**src/rtl/rst_seq_gen.sv**
```systemverilog
// rst_seq_gen: staged active-low reset generator.
// Holds every stage in reset for HOLD_CYC cycles, then releases the stages in
// index order, GAP_CYC cycles apart. A sequence runs after rst falls or when
// req is sampled high. The optional watchdog, enabled by defining
// RST_SEQ_WDT_EN, adds the wdt_kick/wdt_cause ports and the WDT_TIMEOUT_US
// parameter, and starts a sequence itself when it is not serviced in IDLE.
module rst_seq_gen #(
  parameter int unsigned IN_FREQ_KHZ    = 16000,
  parameter int unsigned HOLD_TIME_US   = 50_000,
  parameter int unsigned STAGE_GAP_US   = 10,
  parameter int unsigned NUM_STAGES     = 3
`ifdef RST_SEQ_WDT_EN
  ,
  parameter int unsigned WDT_TIMEOUT_US = 100_000
`endif
) (
  input  logic                  clkin,
  input  logic                  rst,
  input  logic                  req,
  output logic [NUM_STAGES-1:0] rst_out_n,
  output logic                  busy,
  output logic                  done
`ifdef RST_SEQ_WDT_EN
  ,
  input  logic                  wdt_kick,
  output logic                  wdt_cause
`endif
);

  localparam int unsigned CYC_PER_US = IN_FREQ_KHZ / 1000;
  localparam int unsigned HOLD_RAW   = CYC_PER_US * HOLD_TIME_US;
  localparam int unsigned GAP_RAW    = CYC_PER_US * STAGE_GAP_US;
  localparam int unsigned HOLD_CYC   = (HOLD_RAW < 1) ? 1 : HOLD_RAW;
  localparam int unsigned GAP_CYC    = (GAP_RAW < 1) ? 1 : GAP_RAW;
  localparam int unsigned CNT_MAX    = (HOLD_CYC > GAP_CYC) ? HOLD_CYC : GAP_CYC;
  localparam int unsigned CNT_W      = ($clog2(CNT_MAX) < 1) ? 1 : $clog2(CNT_MAX);

  localparam logic [CNT_W-1:0] HOLD_LAST = CNT_W'(HOLD_CYC - 1);
  localparam logic [CNT_W-1:0] GAP_LAST  = CNT_W'(GAP_CYC - 1);

  typedef enum logic [1:0] {
    ST_IDLE,
    ST_HOLD,
    ST_RELEASE
  } state_t;

  state_t                  state;
  logic [CNT_W-1:0]        cnt;
  logic [NUM_STAGES-1:0]   rel_next;
  logic                    start_seq;

  // Stages release as a growing run of ones from bit 0; the last release is
  // the one that makes the vector all ones, which also covers NUM_STAGES=1.
  always_comb begin
    rel_next = (rst_out_n << 1) | NUM_STAGES'(1);
  end

`ifdef RST_SEQ_WDT_EN
  localparam int unsigned WDT_RAW  = CYC_PER_US * WDT_TIMEOUT_US;
  localparam int unsigned WDT_CYC  = (WDT_RAW < 1) ? 1 : WDT_RAW;
  localparam int unsigned WDT_W    = ($clog2(WDT_CYC) < 1) ? 1 : $clog2(WDT_CYC);
  localparam logic [WDT_W-1:0] WDT_LAST = WDT_W'(WDT_CYC - 1);

  logic [WDT_W-1:0] wdt_cnt;
  logic             wdt_fire;

  // Expiry only counts in IDLE; a kick or a req on the same cycle takes precedence.
  always_comb begin
    wdt_fire = (state == ST_IDLE) && !req && !wdt_kick && (wdt_cnt == WDT_LAST);
  end

  // Watchdog counter and sticky cause flag.
  always_ff @(posedge clkin) begin
    if (rst) begin
      wdt_cnt   <= '0;
      wdt_cause <= 1'b0;
    end else if (state != ST_IDLE) begin
      wdt_cnt <= '0;
    end else if (req) begin
      wdt_cnt   <= '0;
      wdt_cause <= 1'b0;
    end else if (wdt_kick) begin
      wdt_cnt <= '0;
    end else if (wdt_cnt == WDT_LAST) begin
      wdt_cnt   <= '0;
      wdt_cause <= 1'b1;
    end else begin
      wdt_cnt <= wdt_cnt + WDT_W'(1);
    end
  end

  always_comb begin
    start_seq = req | wdt_fire;
  end
`else
  always_comb begin
    start_seq = req;
  end
`endif

  // Sequencer: hold, staged release, idle; all outputs registered here.
  always_ff @(posedge clkin) begin
    if (rst) begin
      state     <= ST_HOLD;
      cnt       <= '0;
      rst_out_n <= '0;
      busy      <= 1'b1;
      done      <= 1'b0;
    end else begin
      done <= 1'b0;
      case (state)
        ST_IDLE: begin
          if (start_seq) begin
            state     <= ST_HOLD;
            cnt       <= '0;
            rst_out_n <= '0;
            busy      <= 1'b1;
          end
        end
        ST_HOLD: begin
          if (req) begin
            cnt <= '0;
          end else if (cnt == HOLD_LAST) begin
            cnt       <= '0;
            rst_out_n <= rel_next;
            if (&rel_next) begin
              state <= ST_IDLE;
              busy  <= 1'b0;
              done  <= 1'b1;
            end else begin
              state <= ST_RELEASE;
            end
          end else begin
            cnt <= cnt + CNT_W'(1);
          end
        end
        ST_RELEASE: begin
          if (req) begin
            state     <= ST_HOLD;
            cnt       <= '0;
            rst_out_n <= '0;
          end else if (cnt == GAP_LAST) begin
            cnt       <= '0;
            rst_out_n <= rel_next;
            if (&rel_next) begin
              state <= ST_IDLE;
              busy  <= 1'b0;
              done  <= 1'b1;
            end
          end else begin
            cnt <= cnt + CNT_W'(1);
          end
        end
        default: begin
          state     <= ST_HOLD;
          cnt       <= '0;
          rst_out_n <= '0;
          busy      <= 1'b1;
        end
      endcase
    end
  end

endmodule
```
**config.mk**
```make
export PLATFORM = sky130hd
export DESIGN_NAME = rst_seq_gen
export DESIGN_NICKNAME = d
export VERILOG_FILES = /design/src/rtl/rst_seq_gen.sv
export SDC_FILE = /design/constraint.sdc
export NUM_CORES = 1
export LEC_CHECK = 0
export ABC_AREA = 1
export BUFFER_PORTS_ARGS = -buffer_cell sky130_fd_sc_hd__buf_2
export CORE_AREA = 2 2 77 50
export CTS_CLUSTER_SIZE = 30
export DETAILED_ROUTE_END_ITERATION = 7
export DIE_AREA = 0 0 79 52
export GPL_ROUTABILITY_DRIVEN = 0
export MAX_ROUTING_LAYER = met4
export PLACE_DENSITY = 0.68
export SLEW_MARGIN = 40
export SYNTH_ARGS = -nofsm -noshare
export SYNTH_HDL_FRONTEND = slang
export SYNTH_SLANG_ARGS = --single-unit
```
**constraint.sdc**
```tcl
create_clock -name clkin -period 4.9 [get_ports clkin]
set_clock_uncertainty 0.1 [all_clocks]
set_input_delay 1.47 -clock clkin [delete_from_list [all_inputs] [get_ports clkin]]
set_output_delay 1.47 -clock clkin [all_outputs]
set_load 0.03 [all_outputs]
```
==> metrics.txt <==
status=finished clean; Critical Path RT=5010 ps; relative area change from synthesis to final layout=4.73%; count of standard-cell rows=17; final core area utilization=0.547; clock edge transition at the registers on the reported setup and hold paths=100 ps; count of buffer and inverter cells on the critical path=4; Core Box Area=between 3000 and 4000 um2; critical path class=in2reg; Crit path largest cell delay=670 ps; unrepaired setup endpoints after global routing=no; worst hold path cell count=2; H-tree levels=1; r2r setup slk=2450 ps; max_slew headroom=0.530; post-CTS setup-driven buffer insertion count=0; wire length of the first global-routing pass=7.16 mm; io pins=8; type of origin of the critical path=input pin; largest net degree at the start of global routing=22; max_cap viols=0; Cell Area, Synth=1800 um2; number of warnings reported in the yosys synthesis log=0; routed vias=1,732; dominant delay contributor by cell family on the critical path=simple AND/OR/NAND/NOR gates; worst reg2reg path startpoint=state[0]; count of routing violations after the opening detailed-route iteration=about 140; top metal layer carrying routed signals=met4; Yosys reg bits=27; slew at the pin closest to its max-slew limit=704 ps; most used cells in the layout excluding fill and tap cells=nand2_1, nand3_1, a21oi_1; fill cell count=364; post-route minimum period=around 3200 ps; final hold viol count=0; HP Class=reg2reg; HPWL after detailed placement=3.24 mm; number of clock buffers inserted by TritonCTS=3; number of nets in the final layout=~290; Post-Syn Nets=284; leftover overflow at the end of global routing=0; cells along the critical path=buf_2 > inv_1 > nand2_1 > inv_1 > nor2_2 > inv_1 > nor2_1 > nand3_1 > a21oi_1; routed wire length per instance=13.3 um; die footprint=roughly 4100 um2; CTS-repair resized insts=0; total power=around 0.46 mW; Crit path top cell by count=inv_1; worst flop-to-flop path endpoint=cnt[4]; initial antenna violation count=0; startpoint of the most critical setup path=req; vias per cell=roughly 5.3; height of the die=~52 um; met2 WL=1.57 mm; count of input and output buffers=7; leakage power summed over all cells=0.785 nW; worst setup margin=1700 ps; Bufs on Longest Clock Path=2; Setup TNS Final=0 ps; capture point of the critical path=cnt[4]; mean area per synthesized cell=6.50 um2; worst-case hold slack=371 ps; count of clock tree sinks=27; count of inserted antenna diode cells=0; Initial Util=0.523; met3 routed WL=about 220 um; fraction of layout instances using a drive strength above 1=0.115; Arrival @ worst endpoint=3310 ps; first drt pass iteration count=5; Setup Slack @ Placement=1390 ps; FMAX=0.313 GHz; clock tree from TritonCTS=yes; clock root buffer=clkbuf_8; post-detailed-route DRC marker count=0; worst-path maximum fanout=21; proportion of synthesized chip area in sequential cells=0.300; footprint of the multi-input gates=1100 um2; number of setup violations in the final report=0; Critical Path Slowest Stage Cell=nor2_2; CP Capture Type=register; number of hold buffers added after CTS=0; share of the clock period used by the worst path=0.652; aggregate routed wire length=4.34 mm; worst vdd rail ir drop=113 uV; Clock Latency Late Sink=280 ps; Tot GR Track Use=0.233; pwr dens=~240 nW/um2; number of distinct standard cells referenced by the synthesized netlist=26; Routed Antenna Nets=0; Stages on worst setup path=9; routed length on met1=2.52 mm; length in cells of the worst reg-to-reg path=9; Max Transition Viols Final=0; die width=79 um; number of global-route vias before repair=1,437; sequential cell area in the final layout=541 um2; leading cell type in the layout, fill and taps excluded=nand2_1; cell count after synthesis=277
## worst min-delay path, stage by stage, from the launching register on
cell and delay [ps]:
dfxtp_1 320, nand2_1 60, a21oi_1 50
## flip-flops by register name, summed over array words and instances (netlist names)
name / cells
busy: 1
cnt: 20
done: 1
rst_out_n: 3
state: 2
## where the power goes
part	switching, mW	leakage (nW)	internal, mW
clock network	0.0737	0.0255	0.0572
logic	0.0671	0.542	0.0270
registers	0.00854	0.218	0.228
## per-layer routing
| layer | up-vias | track usage |
|---|---|---|
| li1 | 914 | - |
| met5 | - | - |
| met3 | 4 | 0.0486 |
| met4 | 0 | 0.0460 |
| met1 | 772 | 0.370 |
| met2 | 42 | 0.292 |
## metrics by stage
stage	std cells	cell area, um2
floorplan	277	1800
global placement	322	1840
detailed placement	322	1840
CTS	326	1890
global route	326	1890
finish	326	1890
## synthesized netlist by cell type
cell type,count,area share
ha_1,4,0.028
nor2_1,27,0.056
buf_4,1,0.0042
nand3_2,3,0.017
xor2_1,7,0.034
nand3b_1,9,0.038
dfxtp_1,27,0.30
nor2_2,4,0.014
clkbuf_1,4,0.0083
inv_2,2,0.0042
nand2_1,65,0.14
a21oi_4,1,0.0090
or2_2,2,0.0069
clkinv_2,1,0.0028
xnor2_1,1,0.0049
buf_2,2,0.0056
nor4_1,1,0.0035
nand3_1,33,0.092
inv_1,24,0.050
a21oi_1,30,0.083
nand2_2,6,0.021
nor3_1,2,0.0056
buf_6,2,0.013
nor2_4,2,0.013
nand4_1,7,0.024
o21ai_0,10,0.028
## cells by family after synthesis
family	after synthesis	share of synthesized area
buffers and inverters	36	0.0876
DFF	27	0.300
adders and majority gates	4	0.0278
and+or+nand+nor	161	0.425
AOI/OAI and AO/OA	41	0.120
xor gates and xnor gates	8	0.0389
## worst min-delay path by stage
stage / start / endpoint / slack, ps
3_5_place_dp: busy / busy / 350
6_report: rst_out_n[2] / rst_out_n[2] / 370
3_3_place_gp: busy / busy / 350
2_1_floorplan: state[0] / state[0] / 370
4_1_cts: rst_out_n[2] / rst_out_n[2] / 370
5_1_grt: rst_out_n[2] / rst_out_n[2] / 400
## layout make-up
type | instances | share of cell area
Clock inverter | 1 | 0.00265
Tap cell | 47 | 0.0312
Timing Repair Buffer | 7 | 0.0186
Inverter | 27 | 0.0544
Clock buffer | 3 | 0.0219
Sequential cell | 27 | 0.287
Multi-Input combinational cell | 214 | 0.585
No activity file was read; power rests on OpenSTA's default activity.
